[src/rtl/jt12_kon_gen.sv]
// jt12_kon_gen -- key-on state store for the FM operator pipeline.
//
// Holds one key-on bit per (channel, operator) slot. A CPU key-on register
// write replaces all four operator bits of one channel at once. Each clk_en
// cycle the pipeline presents a slot ({next_op,next_ch}). One cycle later the
// block reports that slot's key state and any key edge seen since the slot's
// previous visit. An optional CSM sequencer can force key-on for one full pass
// of a chosen channel after a timer A overflow.
//
// Ports
//   clk, rst        system clock, asynchronous active-high reset
//   clk_en          clock enable; all state holds while low
//   keyon_op[3:0]   key bits from register write ([0]=S1 [1]=S2 [2]=S3 [3]=S4)
//   keyon_ch[2:0]   channel addressed by the key-on write
//   up_keyon        key-on register write strobe
//   next_op[1:0]    slot operator in pipeline order (0=S1 1=S3 2=S2 3=S4)
//   next_ch[2:0]    slot channel
//   csm             CSM mode select
//   overflow_A      timer A overflow pulse
//   keyon_I         registered key state of the slot, including the CSM force
//   kon_rise        registered 0->1 key edge for the slot
//   kon_fall        registered 1->0 key edge for the slot

module jt12_kon_gen #(
   parameter int NUM_CH = 6,
   parameter int CSM_EN = 1,
   parameter int CSM_CH = 2
) (
   input  logic       clk,
   input  logic       rst,
   input  logic       clk_en,
   input  logic [3:0] keyon_op,
   input  logic [2:0] keyon_ch,
   input  logic       up_keyon,
   input  logic [1:0] next_op,
   input  logic [2:0] next_ch,
   input  logic       csm,
   input  logic       overflow_A,
   output logic       keyon_I,
   output logic       kon_rise,
   output logic       kon_fall
);

   localparam logic [3:0] NUM_CH_W = 4'(NUM_CH);
   localparam logic [2:0] CSM_CH_W = 3'(CSM_CH);
   localparam bit         CSM_ON   = (CSM_EN != 0);

   typedef enum logic [1:0] {
      CSM_IDLE = 2'd0,
      CSM_PEND = 2'd1,
      CSM_ACT  = 2'd2
   } csm_state_t;

   // Pipeline operator order (S1,S3,S2,S4) to register bit order (S1,S2,S3,S4).
   function automatic logic [1:0] op_to_bit(input logic [1:0] op);
      logic [1:0] b;
      case (op)
         2'd0:    b = 2'd0;
         2'd1:    b = 2'd2;
         2'd2:    b = 2'd1;
         default: b = 2'd3;
      endcase
      return b;
   endfunction

   // Arrays are sized for the full 3-bit channel address so every index is
   // legal; rows at or above NUM_CH are never written and stay zero.
   logic [3:0] kon_r  [8];
   logic [3:0] prev_r [8];

   csm_state_t csm_state_r;
   csm_state_t csm_state_s;

   logic       wr_ok_s;
   logic       slot_ok_s;
   logic       csm_slot_s;
   logic [1:0] bit_s;
   logic       kon_bit_s;
   logic       prev_bit_s;
   logic       force_s;
   logic       key_s;

   // Slot decode, write-through key lookup and final key value.
   always_comb begin
      wr_ok_s    = up_keyon & ({1'b0, keyon_ch} < NUM_CH_W);
      slot_ok_s  = ({1'b0, next_ch} < NUM_CH_W);
      csm_slot_s = slot_ok_s & (next_ch == CSM_CH_W);
      bit_s      = op_to_bit(next_op);
      prev_bit_s = prev_r[next_ch][bit_s];
      // A write to the slot's own channel in the same cycle is seen at once,
      // keeping write-to-keyon_I latency at one cycle.
      if (wr_ok_s && (keyon_ch == next_ch)) begin
         kon_bit_s = keyon_op[bit_s];
      end else if (slot_ok_s) begin
         kon_bit_s = kon_r[next_ch][bit_s];
      end else begin
         kon_bit_s = 1'b0;
      end
      key_s = slot_ok_s & (kon_bit_s | force_s);
   end

   // CSM sequencer state register.
   always_ff @(posedge clk or posedge rst) begin
      if (rst) begin
         csm_state_r <= CSM_IDLE;
      end else if (clk_en) begin
         csm_state_r <= csm_state_s;
      end
   end

   // CSM next state: arm on overflow, start at the CSM channel's first slot,
   // finish after its S4 slot. Further overflows while busy are ignored.
   always_comb begin
      csm_state_s = csm_state_r;
      case (csm_state_r)
         CSM_IDLE: begin
            if (CSM_ON && csm && overflow_A) begin
               csm_state_s = CSM_PEND;
            end else begin
               csm_state_s = CSM_IDLE;
            end
         end
         CSM_PEND: begin
            if (!csm) begin
               csm_state_s = CSM_IDLE;
            end else if (csm_slot_s && (next_op == 2'd0)) begin
               csm_state_s = CSM_ACT;
            end else begin
               csm_state_s = CSM_PEND;
            end
         end
         CSM_ACT: begin
            if (!csm) begin
               csm_state_s = CSM_IDLE;
            end else if (csm_slot_s && (next_op == 2'd3)) begin
               csm_state_s = CSM_IDLE;
            end else begin
               csm_state_s = CSM_ACT;
            end
         end
         default: begin
            csm_state_s = CSM_IDLE;
         end
      endcase
   end

   // CSM force output: the slot that moves PEND to ACT is already forced.
   always_comb begin
      force_s = 1'b0;
      case (csm_state_r)
         CSM_IDLE: force_s = 1'b0;
         CSM_PEND: force_s = csm & csm_slot_s & (next_op == 2'd0);
         CSM_ACT:  force_s = csm & csm_slot_s;
         default:  force_s = 1'b0;
      endcase
   end

   // Key store, per-slot previous key and registered slot outputs.
   always_ff @(posedge clk or posedge rst) begin
      if (rst) begin
         for (int i = 0; i < 8; i++) begin
            kon_r[i]  <= 4'b0000;
            prev_r[i] <= 4'b0000;
         end
         keyon_I  <= 1'b0;
         kon_rise <= 1'b0;
         kon_fall <= 1'b0;
      end else if (clk_en) begin
         if (wr_ok_s) begin
            kon_r[keyon_ch] <= keyon_op;
         end
         if (slot_ok_s) begin
            keyon_I                <= key_s;
            kon_rise               <= key_s & ~prev_bit_s;
            kon_fall               <= ~key_s & prev_bit_s;
            prev_r[next_ch][bit_s] <= key_s;
         end else begin
            keyon_I  <= 1'b0;
            kon_rise <= 1'b0;
            kon_fall <= 1'b0;
         end
      end
   end

endmodule

[config.mk]
export PLATFORM = sky130hd
export DESIGN_NAME = jt12_kon_gen
export DESIGN_NICKNAME = d
export VERILOG_FILES = /design/src/rtl/jt12_kon_gen.sv
export SDC_FILE = /design/constraint.sdc
export NUM_CORES = 1
export LEC_CHECK = 0
export BUFFER_PORTS_ARGS = -buffer_cell sky130_fd_sc_hd__buf_2
export CAP_MARGIN = 10
export CELL_PAD_IN_SITES_DETAIL_PLACEMENT = 0
export CELL_PAD_IN_SITES_GLOBAL_PLACEMENT = 1
export CORE_UTILIZATION = 53
export CTS_BUF_LIST = sky130_fd_sc_hd__clkbuf_8 sky130_fd_sc_hd__clkbuf_16
export DETAILED_ROUTE_END_ITERATION = 10
export PLACE_DENSITY = 0.94
export SLEW_MARGIN = 10
export SYNTH_ARGS = -nofsm -noshare
export SYNTH_HDL_FRONTEND = slang
export SYNTH_SLANG_ARGS = --single-unit
[constraint.sdc]
create_clock -name clk -period 3.6 [get_ports clk]
set_input_delay 0.72 -clock clk [delete_from_list [all_inputs] [get_ports clk]]
set_output_delay 0.72 -clock clk [all_outputs]
set_load 0.005 [all_outputs]
After elaboration in Yosys (flattened, before gate mapping). Cells that the tools add are included.

Order comparisons: 8. Eq/ne operators: 7. Muxes and demuxes: 33. Bitwise operators: 12. Reductions and logical operators: 11.

Operator list (number): bitwise mux 32 bit (2); binary-select mux 4 bit (select 3 bit) (2); demux 4 bit (select 3 bit) (2); two-way mux 4 bit (6); case mux 2 bit (3 select lines) (2); two-way mux 1 bit (10); greater-or-equal comparator 4 bit (second input constant) (2); less-than comparator 4 x 1 -> 1 bit (second input constant) (2); two-way mux 2 bit (4); NOT 3 -> 4 bit (2); AND 1 bit (7); logical AND 1 bit (7); binary-select mux 1 bit (select 2 bit) (3); equality test 2 bit (second input constant) (3); less-than comparator 3 bit (second input constant) (2); equality test 2 x 1 -> 1 bit (second input constant) (2); zero test 2 bit (2); AND reduction 2 bit (2); equality test 3 x 2 -> 1 bit (second input constant) (1); equality test 3 bit (1); less-than comparator 2 x 3 -> 1 bit (second input constant) (1); demux 1 bit (select 2 bit) (1); greater-or-equal comparator 2 x 1 -> 1 bit (second input constant) (1); NOT 1 bit (2); 2 further kinds (2).

Register bits: 69. Output and inout bits: 3. Logic and storage cells: 91.

Depth between registers and ports, before layout. Gate-level depths: netlist (run 1).

Word-level depth: 13. Depth in mapped cells: 9. Gate-level depth less buffers: 6.

Least setup slack after synthesis (run 1). OpenSTA, ideal clock, no wires.

Path type: in2reg. Start point: input port next_ch[0]. End point: register prev_r[8] (netlist bit). Setup time: 127 ps. Data arrival time: 2225 ps. Setup slack: 1248 ps. Stages: 9. Path buffers: 3. Cells stage by stage: buf_6 -> buf_12 -> mux2i_1 -> mux4_2 -> o22ai_1 -> o211ai_2 -> o221ai_4 -> buf_6 -> mux2_1.

Cells in the longest elaborated chain, start to end: 11.

RTL lines: from (decl) (line 36) `input logic [2:0] next_ch,`; NOT 3 -> 4 bit (implied by the code) (line 95, 176); binary-select mux 4 bit (select 3 bit) (line 95) `kon_bit_s = kon_r[next_ch][bit_s];`; two-way mux 4 bit (implied by the code) (2 in a row) (line 95); binary-select mux 1 bit (select 2 bit) (line 95); two-way mux 1 bit (implied by the code) (line 95); two-way mux 1 bit (line 94) `end else if (slot_ok_s) begin`; two-way mux 1 bit (line 92) `if (wr_ok_s && (keyon_ch == next_ch)) begin`; OR 1 bit (line 99) `key_s = slot_ok_s & (kon_bit_s | force_s);`; AND 1 bit (line 99); bitwise mux 32 bit (line 176) `prev_r[next_ch][bit_s] <= key_s;`; to (signal, indexed assignment) (line 176); to (decl) (line 69) `logic [3:0] prev_r [8];`.

Several ways; a longest one is shown, not always the timed one. The select of a mux whose other input is x is not followed. A chain may end at the register's enable or synchronous reset.

Worst setup path in the final report (run 1). Ends and elaborated chain as after synthesis.

==> flow_summary.yaml, run 1 <==
synth:
  ys_warn_count: 0
  ys.flop_type: "dfrtp_1"
  yosysSeqAreaShare_pct: 49.2
  postSynthAreaPerCell_um2: 11.7
  synthArstFlopShare_pct: 100
  synth_edf_count: 0
  synth_fp_nets: 323
  synth_cells: 301
  synth_cell_types: 42
  ys_ff_latch: 69
  syn_area_um2: 3510
timing:
  period_needed_ps: 2520
  finalSetupViolations: 0
  period_share_pct: 70.0
  fin_skew_ps: 8.03
  slew_headroom_pct: 31.7
  rsz0062_at_grt: "false"
  finalSetupTns_ps: 0
  fmax_ghz: 0.397
  hold_violations: 0
  worstMarginPinSlew_ps: 1010
  final_max_slew_viol_count: 0
worst_setup_path:
  cp-end-kind: "register"
  crit_arrival_ps: 2740
  worst_setup_path_start_kind: "primary input"
  path_max_fanout: 27
  crit_required_ps: 3820
  path_class: "in -> reg"
floorplanning:
  ioPinCount: 21
  initial_utilization_pct: 55.0
  die_h_um: 83.4
  die_w_um: 83.4
  rows: 29
  coreArea_um2: 6390
  die_area_um2: 6950
clock_network:
  cts_buffer_depth: 2
  clk_latency_ps: 340
  clk_pin_slew_ps: 70
  cts_buffers: 9
  cts_tree: "yes"
  ctsResizeCount: 0
  cts_sinks: 69
  holdBufCountCts: 0
  htreeDepth: 3
  post_cts_buffers: 0
  cts-root-buf: "clkbuf_8"
global_route:
  grt_use_total_pct: 22.2
  grt_max_degree: 37
  grt_antenna_before_repair: 0
  grt_pass1_vias: 2358
  grt_overflow: 0
  grt_pass1_wl_mm: 11.7
cells_and_area:
  diodes: 0
  layout_common_cells: "dfrtp_1 (69), mux2_2 (50), mux2i_1 (28)"
  num-nets-final: 328
  fill_cells: 528
  postLayoutCoreUtil_pct: 59.2
  drive_above_1_share_pct: 30.6
  final_common_cell: "dfrtp_1"
  synthToLayoutAreaGrowth_pct: 7.74
routing:
  route.antenna.remaining_nets: 0
  drtIter0Drc: 132
  wl_mm: 6.87
  drc: 0
  route.vias.total: 2238
  wl_per_cell_um: 17.7
  first_pass_iters: 4
  viasPerCell: 5.78
placed_design:
  place.gp.congestion: 0.795
  dp_hpwl_mm: 4.82
  portBuffers: 20
job:
  maxCapViolCount: 0
power_and_ir_drop:
  p_per_area_nw_per_um2: 489
  p_leak_nw: 1.76
  ir_drop_uv: 286
status:
  status: "finished clean"
hold_path:
  hold_path_class: "reg -> reg"
==> logic make-up after synthesis <==
| kind of cell | Yosys count | synth area share [%] |
|---|---|---|
| mux | 83 | 26.9 |
| simple gates | 75 | 10.0 |
| flops | 69 | 49.2 |
| buf+inv | 40 | 5.74 |
| compound gates | 28 | 6.20 |
| fa+ha+maj | 4 | 1.43 |
| xor+xnor | 2 | 0.499 |
==> critical path: stages <==
cell and delay [ps]:
buf_2 450, mux2i_1 280, mux4_2 260, o22ai_1 80, o211ai_2 220, o221ai_4 310
mux2_1 410
==> power breakdown <==
group	internal [mW]	switching (mW)	leakage [nW]	total, mW
sequential	0.876	0.0512	0.914	0.927
clock	0.347	0.270	0.109	0.616
combinational	0.157	0.148	0.736	0.305
total	1.38	0.469	1.76	1.85
==> state kept, by name (all words and copies together), names as in the netlist <==
signal / count
kon_fall: 1
keyon_I: 1
prev_r: 32
csm_state_r: 2
kon_r: 32
kon_rise: 1
==> final timing paths <==
check,depth (start not counted),slack (ps),startpoint,end
max reg2reg,6,1640,kon_r[18]$_DFFE_PP0P_,prev_r[8]$_DFFE_PP0P_
min in group asynchronous,2,530,rst,csm_state_r[1]$_DFFE_PP0P_
max,7,1080,next_ch[0],prev_r[8]$_DFFE_PP0P_
max in group asynchronous,3,2430,rst,kon_r[0]$_DFFE_PP0P_
min reg2reg,0,370,prev_r[5]$_DFFE_PP0P_,prev_r[5]$_DFFE_PP0P_
min,0,370,prev_r[5]$_DFFE_PP0P_,prev_r[5]$_DFFE_PP0P_
==> Yosys cell counts, types with 3 or more instances <==
master / instances / area share [%]
nand2b_1: 3 / 0.53
nand4_1: 3 / 0.53
nand3_1: 5 / 0.71
a22oi_1: 4 / 0.86
nand2_1: 23 / 2.5
mux4_2: 4 / 2.6
nor2_1: 25 / 2.7
mux2_2: 50 / 16
nor3_1: 3 / 0.43
o22ai_1: 4 / 0.71
clkbuf_1: 20 / 2.1
ha_1: 4 / 1.4
buf_6: 4 / 1.3
nor2b_1: 4 / 0.71
dfrtp_1: 69 / 49
a21oi_1: 6 / 0.86
buf_2: 4 / 0.57
nand3b_1: 4 / 0.86
inv_1: 9 / 0.96
mux2i_1: 28 / 8.0
==> layer usage <==
layer  vias up  track usage, %  wire length [µm]
li1       1064               -                 -
met1      1116            31.8              3430
met2        49            32.3              3070
met3         9            5.17               254
met4         0            9.72               117
met5         -               0                 0
==> area by class of cell <==
type	count	area [µm²]	area share, %
multi-input combinational	192	1580	41.8
sequential	69	1730	45.7
clock inverter	4	41.3	1.09
timing repair buffer	25	150	3.97
clock buffer	11	151	4.00
inverter	9	33.8	0.893
tap	77	96.3	2.55
==> through the flow <==
step | instance area [µm²] | setup slack, ps | power, mW | cells | hold WS, ps
floorplan | 3510 | 1140 | 1.17 | 301 | 424
global placement | 3590 | 745 | 1.23 | 372 | 361
detailed placement | 3590 | 737 | 1.25 | 372 | 363
CTS | 3780 | 1100 | 1.87 | 387 | 378
global route | 3780 | 986 | 1.94 | 387 | 389
finish | 3780 | 1080 | 1.85 | 387 | 375
No activity file was read; power rests on OpenSTA's default activity.
==> inputs of run 2 (changes only) <==
CORE_UTILIZATION = 44   (was 53)
PLACE_DENSITY = 0.84   (was 0.94)
clock period = 2.1 ns   (was 3.6 ns; I/O delays follow)
==> run 2 against run 1 <==
Power rose by 100%. Global-route usage fell by 2.8 points. Combinational power rose by 89%. Cell area rose by 7.6%. Sequential share of layout area fell by 3.2 points. Critical path depth rose by 1. Worst setup slack got worse by 900 ps. Cell count rose by 12%. Sequential cell count did not move. First-iteration DRC count rose by 19%. Die area rose by 20%. Critical endpoint is now prev_r[15]$_DFFE_PP0P_. Largest power group unchanged.
==> flow_summary.yaml, run 2 (synthesized netlist as in run 1, its figures left out) <==
placed_design:
  dp_slack_ps: -358
  dp_cells: 416
  portBuffers: 20
  dp_hpwl_mm: 5.18
  place.gp.congestion: 0.800
clock_network:
  cts_tree: "yes"
  cts_sinks: 69
  cts_buffer_depth: 2
  cts-root-buf: "clkbuf_8"
  cts_buffers: 9
  clk_latency_ps: 350
  ctsResizeCount: 0
  clk_pin_slew_ps: 80
  htreeDepth: 3
  holdBufCountCts: 0
  post_cts_buffers: 0
timing:
  setup_ws_ps: 185
  rsz0062_at_grt: "false"
  hold_violations: 0
  fmax_ghz: 0.522
  fin_skew_ps: 9.25
  slew_headroom_pct: 62.8
  worst_hold_slack_ps: 171
  period_share_pct: 91.2
  finalSetupViolations: 0
  period_needed_ps: 1910
  worstMarginPinSlew_ps: 554
  final_max_slew_viol_count: 0
hold_path:
  hold_path_class: "in -> async"
floorplanning:
  rows: 32
  coreArea_um2: 7730
  die_area_um2: 8340
  initial_utilization_pct: 45.4
  die_w_um: 91.3
  ioPinCount: 21
  die_h_um: 91.3
worst_setup_path:
  path_class: "in -> reg"
  crit_arrival_ps: 2150
  ff2ff_path_depth: 7
  r2r_end: "prev_r[15]$_DFFE_PP0P_"
  reg2reg_slack_ps: 250
  crit_required_ps: 2330
  r2r_start: "kon_r[16]$_DFFE_PP0P_"
  worst_setup_path_start_kind: "primary input"
  path_max_fanout: 18
  cp-end-kind: "register"
  crit_start: "next_ch[0]"
routing:
  wl_per_cell_um: 16.6
  viasPerCell: 5.29
  first_pass_iters: 4
  drtIter0Drc: 157
  route.antenna.remaining_nets: 0
  wl_mm: 7.17
  route.vias.total: 2285
  drc: 0
global_route:
  grt_antenna_before_repair: 0
  grt_use_total_pct: 19.4
  grt_max_degree: 70
  grt_pass1_wl_mm: 12.5
  grt_overflow: 0
  grt_pass1_vias: 2419
cells_and_area:
  diodes: 0
  layout_common_cells: "dfrtp_1 (69), mux2_2 (50), mux2i_1 (28)"
  postLayoutCoreUtil_pct: 52.6
  drive_above_1_share_pct: 35.5
  fill_cells: 674
  top_regs: "kon_r: 32 flops, prev_r: 32 flops, csm_state_r: 2 flops"
  final_common_cell: "dfrtp_1"
  num-nets-final: 347
  layout.cells.non_filler: 432
  synthToLayoutAreaGrowth_pct: 15.9
status:
  status: "finished clean"
job:
  maxCapViolCount: 0
power_and_ir_drop:
  ir_drop_uv: 307
  p_per_area_nw_per_um2: 911
  power.total_mw: 3.70
  p_leak_nw: 1.89
## run 2: cell count changes in the layout (fill, tap and decap cells not counted)
cell	previous run	this run
inv_1	11	9
buf_12	1	2
inv_2	1	0
clkbuf_8	11	9
clkinvlp_4	0	1
bufinv_16	1	5
clkinv_4	0	1
buf_4	4	23
buf_2	20	19
## run 2: per-layer routing
layer / part of all wire [%] / track usage, % / vias to the layer above
met5: 0 / 0 / -
met4: 1.1 / 6.22 / 0
met3: 3.9 / 4.77 / 8
met2: 46 / 28.9 / 50
met1: 49 / 27.8 / 1126
li1: - / - / 1101
## run 2: critical path, stage by stage
cell and delay (ps):
buf_4 270, mux2i_1 280, mux4_2 280, o22ai_1 90
o211ai_2 190, o221ai_4 160, buf_12 180, mux2_2 260
## run 2: where the power goes
group	switching, mW	internal [mW]	leakage [nW]
registers	0.0907	1.50	0.914
clock network	0.511	1.03	0.145
logic	0.265	0.310	0.828
total	0.867	2.84	1.89
## run 2: through the flow
step	instance area, µm²	setup TNS, ps
2_1_floorplan	3510	0
3_3_place_gp	3780	-8090
3_5_place_dp	3780	-9100
4_1_cts	4070	0
5_1_grt	4070	0
6_report	4070	0
## run 2: layout make-up
cell class / instances / area [µm²] / share of cell area (%)
Sequential cell: 69 / 1730 / 42.4
Timing Repair Buffer: 44 / 308 / 7.57
Tap cell: 102 / 128 / 3.14
Multi-Input combinational cell: 192 / 1580 / 38.9
Clock inverter: 7 / 163 / 4.00
Inverter: 9 / 37.5 / 0.923
Clock buffer: 9 / 124 / 3.05
## run 2: worst max-delay path by stage
stage                        endpoint
6_report       prev_r[15]$_DFFE_PP0P_
5_1_grt          kon_fall$_DFFE_PP0P_
4_1_cts        prev_r[15]$_DFFE_PP0P_
3_5_place_dp   prev_r[15]$_DFFE_PP0P_
3_3_place_gp   prev_r[18]$_DFFE_PP0P_
2_1_floorplan   prev_r[8]$_DFFE_PP0P_
